==> src/rtl/servant_uart_tx.sv <==
// servant_uart_tx: 8N1 UART transmitter with a small byte FIFO in front.
// Bytes enter on a valid/ready handshake and leave LSB-first on a line that idles high.
module servant_uart_tx #(
  parameter int CLKS_PER_BIT = 280,
  parameter int DEPTH        = 4
) (
  input  logic       wb_clk,
  input  logic       wb_rst_n,
  input  logic [7:0] i_data,
  input  logic       i_valid,
  output logic       o_ready,
  output logic       o_tx,
  output logic       o_busy
);

  // state | meaning
  // IDLE  | line high, waiting for the FIFO to hold a byte
  // START | start bit (low) for one bit period
  // DATA  | eight data bits, LSB first, shift register moves right per bit
  // STOP  | stop bit (high); chains straight into START if more bytes wait
  typedef enum logic [1:0] {IDLE, START, DATA, STOP} state_e;

  localparam int AW = (DEPTH > 1) ? $clog2(DEPTH) : 1;
  localparam int PW = AW + 1;
  localparam int CW = (CLKS_PER_BIT > 1) ? $clog2(CLKS_PER_BIT) : 1;
  localparam logic [CW-1:0] BAUD_LAST = CW'(CLKS_PER_BIT - 1);

  state_e        state_q, state_d;
  logic [CW-1:0] baud_q, baud_d;
  logic [2:0]    bit_idx_q, bit_idx_d;
  logic [7:0]    shift_q, shift_d;
  logic          tx_q, tx_d;

  logic [7:0]    mem_q [DEPTH];
  logic [7:0]    mem_d [DEPTH];
  logic [PW-1:0] wr_ptr_q, wr_ptr_d;
  logic [PW-1:0] rd_ptr_q, rd_ptr_d;

  logic       full;
  logic       empty;
  logic       push;
  logic       pop;
  logic       baud_done;
  logic [7:0] head;

  // Pointers carry one extra wrap bit so full and empty are distinguishable.
  assign empty     = (wr_ptr_q == rd_ptr_q);
  assign full      = (wr_ptr_q[AW] != rd_ptr_q[AW]) &&
                     (wr_ptr_q[AW-1:0] == rd_ptr_q[AW-1:0]);
  assign push      = i_valid && !full;
  assign head      = mem_q[rd_ptr_q[AW-1:0]];
  assign baud_done = (baud_q == BAUD_LAST);

  always_comb begin
    mem_d    = mem_q;
    wr_ptr_d = wr_ptr_q;
    rd_ptr_d = rd_ptr_q;
    if (push) begin
      mem_d[wr_ptr_q[AW-1:0]] = i_data;
      wr_ptr_d                = wr_ptr_q + PW'(1);
    end
    if (pop) begin
      rd_ptr_d = rd_ptr_q + PW'(1);
    end
  end

  // tx_d is the line level for the cycle after the edge, so o_tx comes straight off a flop.
  always_comb begin
    state_d   = state_q;
    baud_d    = baud_q;
    bit_idx_d = bit_idx_q;
    shift_d   = shift_q;
    tx_d      = tx_q;
    pop       = 1'b0;
    case (state_q)
      IDLE: begin
        tx_d = 1'b1;
        if (!empty) begin
          pop     = 1'b1;
          shift_d = head;
          baud_d  = '0;
          state_d = START;
          tx_d    = 1'b0;
        end
      end
      START: begin
        if (baud_done) begin
          baud_d    = '0;
          bit_idx_d = '0;
          state_d   = DATA;
          tx_d      = shift_q[0];
        end else begin
          baud_d = baud_q + CW'(1);
        end
      end
      DATA: begin
        if (baud_done) begin
          baud_d  = '0;
          shift_d = {1'b0, shift_q[7:1]};
          if (bit_idx_q == 3'd7) begin
            state_d = STOP;
            tx_d    = 1'b1;
          end else begin
            bit_idx_d = bit_idx_q + 3'd1;
            tx_d      = shift_q[1];
          end
        end else begin
          baud_d = baud_q + CW'(1);
        end
      end
      STOP: begin
        if (baud_done) begin
          baud_d = '0;
          if (!empty) begin
            pop     = 1'b1;
            shift_d = head;
            state_d = START;
            tx_d    = 1'b0;
          end else begin
            state_d = IDLE;
            tx_d    = 1'b1;
          end
        end else begin
          baud_d = baud_q + CW'(1);
        end
      end
      default: begin
        state_d = IDLE;
        tx_d    = 1'b1;
      end
    endcase
  end

  always_ff @(posedge wb_clk or negedge wb_rst_n) begin
    if (!wb_rst_n) begin
      state_q   <= IDLE;
      baud_q    <= '0;
      bit_idx_q <= '0;
      shift_q   <= '0;
      tx_q      <= 1'b1;
      wr_ptr_q  <= '0;
      rd_ptr_q  <= '0;
      for (int i = 0; i < DEPTH; i++) begin
        mem_q[i] <= '0;
      end
    end else begin
      state_q   <= state_d;
      baud_q    <= baud_d;
      bit_idx_q <= bit_idx_d;
      shift_q   <= shift_d;
      tx_q      <= tx_d;
      wr_ptr_q  <= wr_ptr_d;
      rd_ptr_q  <= rd_ptr_d;
      for (int i = 0; i < DEPTH; i++) begin
        mem_q[i] <= mem_d[i];
      end
    end
  end

  assign o_tx    = tx_q;
  assign o_ready = !full;
  assign o_busy  = (state_q != IDLE) || !empty;

endmodule

==> config.mk <==
export PLATFORM = sky130hd
export DESIGN_NAME = servant_uart_tx
export DESIGN_NICKNAME = d
export VERILOG_FILES = /design/src/rtl/servant_uart_tx.sv
export SDC_FILE = /design/constraint.sdc
export NUM_CORES = 1
export LEC_CHECK = 0
export BUFFER_PORTS_ARGS = -buffer_cell sky130_fd_sc_hd__buf_2
export CAP_MARGIN = 15
export CORE_ASPECT_RATIO = 0.75
export CORE_MARGIN = 2
export CORE_UTILIZATION = 40
export DETAILED_ROUTE_END_ITERATION = 8
export PLACE_DENSITY_LB_ADDON = 0.2
export SLEW_MARGIN = 20
export SYNTH_ARGS = -nofsm -noshare
export SYNTH_HDL_FRONTEND = slang
export SYNTH_SLANG_ARGS = --single-unit
==> constraint.sdc <==
create_clock -name wb_clk -period 4.29 [get_ports wb_clk]
set_input_delay 0.858 -clock wb_clk [delete_from_list [all_inputs] [get_ports wb_clk]]
set_output_delay 0.858 -clock wb_clk [all_outputs]
set_load 0.03 [all_outputs]
==> results of run 1 <==
-- per-layer routing --
| metal | global-route usage | up-vias |
|---|---|---|
| met5 | 0 | - |
| met3 | 0.06088 | 10 |
| li1 | - | 944 |
| met1 | 0.2390 | 971 |
| met2 | 0.2194 | 27 |
| met4 | 0.05658 | 0 |
-- sequential cells by signal, indices dropped and copies added, names as in the netlist --
register	cells
o_tx	1
wr_ptr_q	3
shift_q	8
bit_idx_q	3
state_q	2
mem_q	32
rd_ptr_q	3
baud_q	9
-- power breakdown --
group	switching [W]	internal, W	leakage (nW)
Clock	0.000257	0.000277	0.106
Sequential	0.000210	0.000841	0.745
Combinational	0.000576	0.000625	0.690
Total	0.00104	0.00174	1.54
-- per-stage QoR --
step / setup slack, ns / cells / total power [W]
final: 1.351 / 373 / 0.002787
after global routing: 1.188 / 373 / 0.002996
after global placement: 1.807 / 357 / 0.002218
after detailed placement: 1.717 / 357 / 0.002259
after floorplan: 2.077 / 248 / 0.002004
after CTS: 1.336 / 373 / 0.002807
-- area by class of cell --
cell class                      instances  area, sq um
Multi-Input combinational cell        171         1503
Clock buffer                            9        123.9
Fill cell                             681         3960
Clock inverter                          7        81.33
Inverter                               10        37.54
Timing Repair Buffer                   14        72.57
Sequential cell                        61         1528
Tap cell                              101        126.4
-- final timing paths --
check                                   startpoint                      end  slack [ns]  cells past startpoint
min in group asynchronous                 wb_rst_n  rd_ptr_q[2]$_DFFE_PN0P_        0.64                      1
min                         shift_q[6]$_DFFE_PN0P_   shift_q[6]$_DFFE_PN0P_        0.49                      1
min reg2reg                 shift_q[6]$_DFFE_PN0P_   shift_q[6]$_DFFE_PN0P_        0.49                      1
max                        rd_ptr_q[1]$_DFFE_PN0P_                   o_busy        1.35                      3
max reg2reg                 state_q[0]$_DFFE_PN0P_   shift_q[1]$_DFFE_PN0P_        1.87                      5
max in group asynchronous                 wb_rst_n    mem_q[14]$_DFFE_PN0P_        2.80                      2
-- cell families (layout without fill, tap and decap cells) --
family / count (synthesis) / count (layout) / share of synthesized area
adder cells (fa/ha/maj): 13 / 13 / 0.05232
AO/OA/AOI/OAI: 35 / 35 / 0.08169
multiplexers: 50 / 50 / 0.2109
buffers and inverters: 16 / 40 / 0.02535
flip-flops: 61 / 61 / 0.4913
AND/OR/NAND/NOR: 63 / 63 / 0.1042
XOR/XNOR: 10 / 10 / 0.03421
-- synth_stat cells (3+ instances only) --
cell        n  share of area
dfrtp_1    60           0.48
mux2_2     40           0.14
nand2_1    30          0.036
ha_1       13          0.052
o21ai_0    12          0.019
inv_1      10          0.012
mux4_2      7          0.051
xnor2_1     6          0.017
and3_1      5          0.010
nand3_1     4         0.0064
nor2_1      4         0.0048
o2bb2ai_1   4          0.011
nand2b_1    3         0.0060
nand4_1     3         0.0060
xor2_1      3         0.0085
-- worst max-delay path, cell delays in order (launching register included) --
cell and delay, ns:
dfrtp_1 0.55, xnor2_1 0.44, nand4_1 0.42, buf_2 0.32
-- cells in the final DEF, fill, tap and decap left out, types with 3 or more instances in the layout --
| cell type | instances |
|---|---|
| nand4_1 | 3 |
| o2bb2ai_1 | 4 |
| dfrtp_1 | 60 |
| xnor2_1 | 6 |
| nand2b_1 | 3 |
| ha_1 | 13 |
| mux4_2 | 7 |
| mux2_2 | 40 |
| clkbuf_8 | 9 |
| buf_2 | 13 |
| o21ai_0 | 12 |
| inv_1 | 10 |
| nand2_1 | 30 |
| nand3_1 | 4 |
| xor2_1 | 3 |
| nor2_1 | 4 |
| and3_1 | 5 |
==> summary.md, run 1 <==
| Metric | Value |
|---|---|
| Status | `finished, final reports clean` |
| Avg Synthesized Cell Area | `12.54 sq um` |
| H-tree depth | `3` |
| GRT Residual Overflow | `0` |
| Placed inst area | `3267 sq um` |
| Yosys warnings | `0` |
| Root buf cell | `clkbuf_8` |
| Met1 wire length | `roughly 3.3 mm` |
| CTS tree | `done` |
| Number of vias per cell | `5.233` |
| Lkg Pwr | `about 1.5 nW` |
| CTS Buf Count | `9` |
| Worst setup SP type | `flip-flop` |
| Final setup TNS | `0 ns` |
| Routed length per instance | `roughly 16 microns` |
| RSZ-0062 raised after global routing | `false` |
| Worst Path Required | `between 3 and 4 ns` |
| Post-synth ARST share | `1.000` |
| FP Rows | `27` |
| Max clock buf depth | `2` |
| Endpoints failing hold | `0` |
| Crit path time final | `about 2.9 ns` |
| Post-CTS resize count | `0` |
| Met3 wire length | `about 240 microns` |
| DRT iter0 DRCs | `62` |
| Final setup viols | `0` |
| First drt pass iteration count | `4` |
| Largest net degree at the start of global routing | `39` |
| DPL Wire Length | `4.197 mm` |
| Tot GR Track Use | `0.1634` |
| Met2 WL post-DR | `roughly 2.5 mm` |
| # nets final | `291` |
| Crit Path Max Fanout | `11` |
| Rel. slew slack | `0.3982` |
| Initial antenna violation count | `0` |
| First-pass GRT wire length | `just over 10 mm` |
| Cell area after layout | `3472 sq um` |
| Die Span Y | `approximately 80 microns` |
| Syn nets | `272` |
| Layout cells sized above 1 | `0.3125` |
| I/O Pins | `14` |
| Drt total wl | `roughly 6 mm` |
| WHS | `~0.49 ns` |
| Die span in x | `between 100 and 150 microns` |
| Worst vdd ir | `0.3659 mV` |
| Cell Pwr Density | `about 800 nW/um^2` |
| Highest clock rate | `340.2 MHz` |
| Clock sinks | `61` |
| Core area | `7432 sq um` |
| Vias in the first global route | `~2000` |
| Postcts setup bufs | `0` |
| CP endpoint kind | `primary output` |
| Sequential fraction of the synthesis area | `0.4913` |
| Synthesized cell area | `just over 3000 sq um` |
| Antenna Cells | `0` |
| Starting Density | `0.4184` |
| Synthesis-stage register bit count | `61` |
| Hold buffer count at CTS | `0` |
| Port bufs | `13` |
| Total number of vias | `roughly 2000` |
| Fin Clk Skew | `0.007752 ns` |
| Layout area overhead | `11.67%` |
| Measured slew at the worst slew-check pin | `0.9027 ns` |
| DRC | `0` |
| Number of synthesized flops with an enable pin | `0` |
| Clock-pin slew on the worst setup and hold paths | `0.08 ns` |
| Synth unique cells | `49` |
| Die area | `approximately 8500 sq um` |
| Slew Viols, Final | `0` |
| Crit share post-route | `0.6851` |
| Worst skew pair latency | `roughly 0.35 ns` |
| CP Class | `reg -> out` |
| Crit path DAT | `about 2.1 ns` |
| Final core utilization | `0.4672` |
| Post-synth top flop | `dfrtp_1` |
| GP Congestion | `0.7956` |
| Max Used Layer | `met4` |
| Tightest Hold Check Type | `reg -> reg` |
| Routed Antenna Nets | `0` |
| Synth Instances | `~250` |
| MaxCap Viol Count | `0` |
No activity file was read; power rests on OpenSTA's default activity.
==> run 2: changes to the inputs <==
Settings changed: ABC_AREA set to 1.
Clock period 4.29 ns to 2.9 ns, I/O delays scaled along.
==> run 2 against run 1 <==
Compared with the run above: combinational power increased by 59%; routed wire length increased by 35%; sequential power increased by 40%; worst setup slack got worse by 0.79 ns; sequential share of layout area decreased by 2.4 points; count of clock-buffer cells in the layout increased by 5; utilization decreased by 0.99 points; first-iteration DRC count increased to 3.9 times the previous value; synthesized cell count increased by 75%; via count increased by 51%; clock power increased by 26%; critical endpoint unchanged; largest cell class is now multi-input gates; highest routed layer unchanged.
==> summary.md, run 2 <==
| Metric | Value |
|---|---|
| Status | `finished, final reports clean` |
| Port bufs | `13` |
| Post-CTS resize count | `0` |
| Final setup TNS | `0 ns` |
| Antenna Cells | `0` |
| Synthesis-stage register bit count | `61` |
| Max clock buf depth | `2` |
| Crit share post-route | `0.8082` |
| Syn nets | `approximately 460` |
| Area share of the largest cell type after synthesis | `0.4478` |
| Hold buffer count at CTS | `0` |
| First-pass GRT wire length | `around 14 mm` |
| Crit Path Max Fanout | `14` |
| Postcts setup bufs | `0` |
| Commonest cells post-synth | `192 x nand2_1, 60 x dfrtp_1, 37 x nand4_1` |
| # nets final | `between 400 and 500` |
| Clock sinks | `a little over 60` |
| Core area | `between 8000 and 9000 sq um` |
| Yosys warnings | `0` |
| Endpoints failing hold | `0` |
| Net switching power | `~0.0019 W` |
| Vias in the first global route | `2723` |
| Fin Clk Skew | `approximately 0.011 ns` |
| CTS Buf Count | `9` |
| GRT Residual Overflow | `0` |
| Starting Density | `0.4180` |
| Sequential fraction of the synthesis area | `0.4556` |
| DRC | `0` |
| Logic pwr share | `0.471` |
| Number of vias per cell | `between 5 and 6` |
| Layout area overhead | `9.403%` |
| Die Span Y | `83.29 microns` |
| Layout cells sized above 1 | `0.1305` |
| Highest clock rate | `426.7 MHz` |
| Lkg Pwr | `about 1.9 nW` |
| DRT iter0 DRCs | `between 200 and 250` |
| CP endpoint kind | `primary output` |
| Sequential power share | `0.363` |
| Root buf cell | `clkbuf_8` |
| FP Rows | `28` |
| DPL Wire Length | `between 5 and 6 mm` |
| Final setup viols | `0` |
| Worst vdd ir | `0.4306 mV` |
| Synthesized cell area | `3353 sq um` |
| Largest net degree at the start of global routing | `38` |
| Tightest Hold Check Type | `in -> async` |
| RSZ-0062 raised after global routing | `false` |
| Largest regs | `mem_q (32), baud_q (9), shift_q (8)` |
| P_int | `~0.0022 W` |
| Tot GR Track Use | `0.1958` |
| Synth unique cells | `31` |
| Slew Viols, Final | `0` |
| Most frequent cell after synthesis | `nand2_1` |
| Post-synth top flop | `dfrtp_1` |
| Reg with most FFs | `mem_q` |
| Slowest cell on crit path | `dfrtp_1` |
| First drt pass iteration count | `5` |
| Routed length per instance | `roughly 15 microns` |
| CP cell instances | `inv_2, nand2_1, nand2_2, nand4_1, buf_4, buf_2` |
| Post-synth ARST share | `1.000` |
| Number of synthesized flops with an enable pin | `0` |
| Routed Antenna Nets | `0` |
| Die span in x | `roughly 110 microns` |
| Measured slew at the worst slew-check pin | `slightly above 0.8 ns` |
| CTS tree | `done` |
| CP Class | `reg -> out` |
| Avg Synthesized Cell Area | `between 7 and 8 sq um` |
| Worst Path Required | `roughly 2.3 ns` |
| Crit path time final | `2.344 ns` |
| Cell Pwr Density | `between 1000 and 1500 nW/um^2` |
| Commonest cells after routing, fill and taps aside | `192 x nand2_1, 60 x dfrtp_1, 37 x nand4_1, 36 x nand3_1, 17 x inv_1` |
| Dominant cells by area after synthesis | `dfrtp_1 45%, nand2_1 21%, nand4_1 6.9%` |
| I/O Pins | `14` |
| CP peak stage delay | `0.64 ns` |
| Die area | `9139 sq um` |
| Drt total wl | `8.276 mm` |
| Worst skew pair latency | `between 0.3 and 0.4 ns` |
| MaxCap Viol Count | `0` |
| Initial antenna violation count | `0` |
| Synth Instances | `433` |
| Clock-pin slew on the worst setup and hold paths | `around 0.070 ns` |
| WHS | `between 0.3 and 0.4 ns` |
| Max reg flops | `32` |
| Commonest non-fill, non-tap cell in the layout | `nand2_1` |
| Area leader, netlist | `dfrtp_1` |
| Rel. slew slack | `0.4500` |
| Worst setup SP type | `flip-flop` |
| Clock power share | `0.166` |
| Total number of vias | `roughly 2900` |
| Crit path DAT | `between 1.5 and 2 ns` |
| Sw Ratio | `0.4678` |
| H-tree depth | `3` |
| GP Congestion | `roughly 0.84` |
[run 2: cell count changes after synthesis, moves of 6 or more]
cell and delta:
nand4_1 +34, mux4_2 -7, inv_1 +7, mux2_2 -40, nand2_2 +6, o21ai_0 -6, inv_2 +8, nand3_1 +32
nand2_1 +162
[run 2: layout make-up]
type	count	area [sq um]
Multi-Input combinational cell	328	1622
Fill cell	789	4354
Inverter	26	97.59
Timing Repair Buffer	21	125.1
Tap cell	105	131.4
Clock buffer	14	152.6
Clock inverter	2	12.51
Sequential cell	61	1528
[run 2: metrics by stage]
stage | util | setup WS, ns | cell area (sq um) | instances | power (W)
2_1_floorplan | - | 1.218 | 3353 | 433 | 0.002896
3_3_place_gp | 0.4367 | 0.9482 | 3503 | 541 | 0.003354
3_5_place_dp | 0.4367 | 0.8673 | 3503 | 541 | 0.003387
4_1_cts | 0.4573 | 0.5607 | 3669 | 557 | 0.004065
5_1_grt | 0.4573 | 0.4302 | 3669 | 557 | 0.004418
6_report | 0.4573 | 0.5564 | 3669 | 557 | 0.004058
[run 2: path summary, 6_finish.rpt]
path / startpoint / end / slack [ns] / cells past startpoint
min in group wb_clk: shift_q[6]$_DFFE_PN0P_ / shift_q[6]$_DFFE_PN0P_ / 0.48 / 2
setup / recovery: rd_ptr_q[1]$_DFFE_PN0P_ / o_busy / 0.56 / 6
max in group asynchronous: wb_rst_n / baud_q[0]$_DFFE_PN0P_ / 1.84 / 2
hold / removal: wb_rst_n / mem_q[28]$_DFFE_PN0P_ / 0.33 / 1
hold reg to reg: shift_q[6]$_DFFE_PN0P_ / shift_q[6]$_DFFE_PN0P_ / 0.48 / 2
setup reg to reg: rd_ptr_q[1]$_DFFE_PN0P_ / mem_q[21]$_DFFE_PN0P_ / 0.82 / 8
[run 2: cells by family (layout without fill, tap and decap cells)]
kind of cell,after synthesis,in the layout,share of synthesized area
xor+xnor,3,3,0.007837
simple gates,294,294,0.3978
fa+ha+maj,13,13,0.04851
flops,61,61,0.4556
buf+inv,44,63,0.06082
compound gates,18,18,0.02948
[run 2: power groups by stage]
stage / sequential (W) / combinational (W) / clock (W)
2_1_floorplan: 0.00139 / 0.00150 / 0
3_3_place_gp: 0.00148 / 0.00188 / 0
3_5_place_dp: 0.00148 / 0.00191 / 0
4_1_cts: 0.00147 / 0.00191 / 0.000683
5_1_grt: 0.00152 / 0.00218 / 0.000722
6_report: 0.00147 / 0.00191 / 0.000673
[run 2: metal layers]
metal  up-vias  GRT usage  share of wire
li1       1445          -              -
met1      1383     0.3080           0.52
met2       103     0.2694           0.41
met3        16    0.04160          0.051
met4         0    0.04718          0.014
met5         -          0              0
[run 2: worst max-delay path, delay by kind of cell (launching register included)]
kind	cells	cell delay (ns)
buffers and inverters	3	0.50
DFF	1	0.64
and+or+nand+nor	3	0.27
==> run 3: changes to the inputs <==
Clock period 2.9 ns to 2.1 ns, I/O delays scaled along.
==> run 3 against run 2 <==
Compared with the run above: non-clock buffer count grew 1; first-iteration DRC count shrank 35%; highest routed layer unchanged; sequential power grew 35%; routed wire length shrank 1.5%; sequential share of layout area shrank 0.96 points; clock skew is essentially flat; global-route usage grew 0.42 points; worst setup slack lost 0.45 ns; die area is the same; count of clock-buffer cells in the layout shrank 2; critical path depth shrank 1.
==> summary.md, run 3 (synthesis gave the netlist of run 2 again) <==
| Metric | Value |
|---|---|
| Status | `finished, final reports clean` |
| Root buf cell | `clkbuf_8` |
| Final setup viols | `0` |
| Worst setup SP type | `flip-flop` |
| Final setup TNS | `0 ns` |
| Crit Path Max Fanout | `5` |
| Fin Clk Skew | `0.01048 ns` |
| Crit share post-route | `0.9473` |
| Layout area overhead | `11.98%` |
| First-pass GRT wire length | `between 10 and 15 mm` |
| Placement Setup Slack | `0.3504 ns` |
| Reg with most FFs | `mem_q` |
| H-tree depth | `3` |
| CTS tree | `done` |
| Crit path DAT | `roughly 1.6 ns` |
| DRC | `0` |
| R2R Setup Slk | `0.30 ns` |
| I/O Pins | `14` |
| Routed Antenna Nets | `0` |
| Die Span Y | `about 83 microns` |
| CP Class | `reg -> out` |
| Clock sinks | `61` |
| Initial antenna violation count | `0` |
| First drt pass iteration count | `4` |
| Endpoints failing hold | `0` |
| Hold buffer count at CTS | `0` |
| Highest clock rate | `a little over 500 MHz` |
| Rel. slew slack | `0.6417` |
| Max clock buf depth | `2` |
| Worst R2R Path Depth | `8` |
| Crit path time final | `around 2.0 ns` |
| Measured slew at the worst slew-check pin | `around 0.54 ns` |
| # nets final | `472` |
| P_int | `roughly 0.0033 W` |
| Starting Density | `0.4180` |
| DPL Wire Length | `~5.8 mm` |
| Worst Path Required | `around 1.7 ns` |
| Antenna Cells | `0` |
| CP endpoint kind | `primary output` |
| Postcts setup bufs | `0` |
| Logic pwr share | `0.463` |
| Drt total wl | `just over 8 mm` |
| Vias in the first global route | `2743` |
| Cell Pwr Density | `1573 nW/um^2` |
| DRT iter0 DRCs | `approximately 160` |
| Sw Ratio | `0.4432` |
| Clock power share | `0.202` |
| Largest net degree at the start of global routing | `41` |
| FP Rows | `28` |
| Port bufs | `13` |
| Worst skew pair latency | `between 0.3 and 0.4 ns` |
| Layout cells sized above 1 | `0.1413` |
| Tot GR Track Use | `0.1999` |
| Crit Reg-Reg Startpoint | `wr_ptr_q[1]$_DFFE_PN0P_` |
| Max reg flops | `32` |
| Largest regs | `mem_q (32), baud_q (9), shift_q (8)` |
| Sequential power share | `0.335` |
| Slew Viols, Final | `0` |
| Routed length per instance | `about 15 microns` |
| WHS | `~0.051 ns` |
| Commonest non-fill, non-tap cell in the layout | `nand2_1` |
| Total number of vias | `around 2800` |
| Beginning of the critical path | `wr_ptr_q[1]$_DFFE_PN0P_` |
| R2R Path End | `mem_q[22]$_DFFE_PN0P_` |
| Fillers | `between 800 and 900` |
| Net switching power | `roughly 0.0026 W` |
| GRT Residual Overflow | `0` |
| RSZ-0062 raised after global routing | `false` |
| GP Congestion | `~0.81` |
| Worst vdd ir | `between 0.7 and 0.8 mV` |
| CTS Buf Count | `9` |
| Die area | `9139 sq um` |
| Clock-pin slew on the worst setup and hold paths | `approximately 0.07 ns` |
| MaxCap Viol Count | `0` |
| Number of vias per cell | `5.077` |
| Core area | `about 8000 sq um` |
| Fin worst setup slack | `between 0.1 and 0.15 ns` |
| Lkg Pwr | `1.965 nW` |
| Tightest Hold Check Type | `in -> async` |
| Die span in x | `between 100 and 150 microns` |
| Commonest cells after routing, fill and taps aside | `192 x nand2_1, 60 x dfrtp_1, 37 x nand4_1, 36 x nand3_1, 16 x inv_1` |
[run 3: cell types whose count changed in the layout (fill, tap and decap cells not counted), sizes merged]
cell	previous run	this run
clkinv	2	3
buf	21	22
bufinv	0	2
clkinvlp	1	0
clkbuf	14	12
[run 3: worst max-delay path by stage]
stage	slack, ns	endpoint
detailed placement	0.35	mem_q[22]$_DFFE_PN0P_
floorplan	0.58	o_ready
global placement	0.39	state_q[0]$_DFFE_PN0P_
finish	0.11	o_busy
CTS	0.04	o_busy
global route	0.007	o_busy
[run 3: worst max-delay path, cell delays in order, from the launching register on]
cell and delay [ns]:
dfrtp_1 0.43, inv_1 0.13, nand2_1 0.08, nand2_2 0.10
nand4_1 0.26, buf_6 0.23
[run 3: routing by layer]
| layer | GRT usage | routed length, microns | part of all wire | vias to the layer above |
|---|---|---|---|---|
| li1 | - | - | - | 1450 |
| met1 | 0.3139 | 4308 | 0.53 | 1333 |
| met2 | 0.2548 | 3355 | 0.41 | 41 |
| met3 | 0.05259 | 375 | 0.046 | 9 |
| met4 | 0.07595 | 109 | 0.013 | 0 |
| met5 | 0 | 0 | 0 | - |
[run 3: power groups by stage]
stage | Combinational (W) | Sequential (W) | Clock [W]
final | 0.00274 | 0.00198 | 0.00120
after global routing | 0.00316 | 0.00204 | 0.00128
after CTS | 0.00274 | 0.00197 | 0.00123
after detailed placement | 0.00272 | 0.00199 | 0
after global placement | 0.00269 | 0.00198 | 0
after floorplan | 0.00207 | 0.00192 | 0
[run 3: what timing repair did]
action	CTS	global route
hold endpoints to repair	0	0
setup endpoints to repair	0	1
resized for setup	0	4
[run 3: layout make-up]
cell class                 instances  area (sq um)  share of cell area
clock buffer                      12         155.1             0.04132
clock inverter                     4         70.07             0.01866
inverter                          26         97.59             0.02599
multi-input combinational        328          1622              0.4319
sequential                        61          1528              0.4069
tap                              105         131.4             0.03499
timing repair buffer              22         151.4             0.04032
[run 3: metrics by stage]
stage | cell area (sq um) | util | std cells | total power, W
after floorplan | 3353 | - | 433 | 0.003999
after global placement | 3523 | 0.4392 | 542 | 0.004673
after detailed placement | 3523 | 0.4392 | 542 | 0.004712
after CTS | 3749 | 0.4672 | 558 | 0.005940
after global routing | 3755 | 0.4680 | 558 | 0.006476
final | 3755 | 0.4680 | 558 | 0.005908
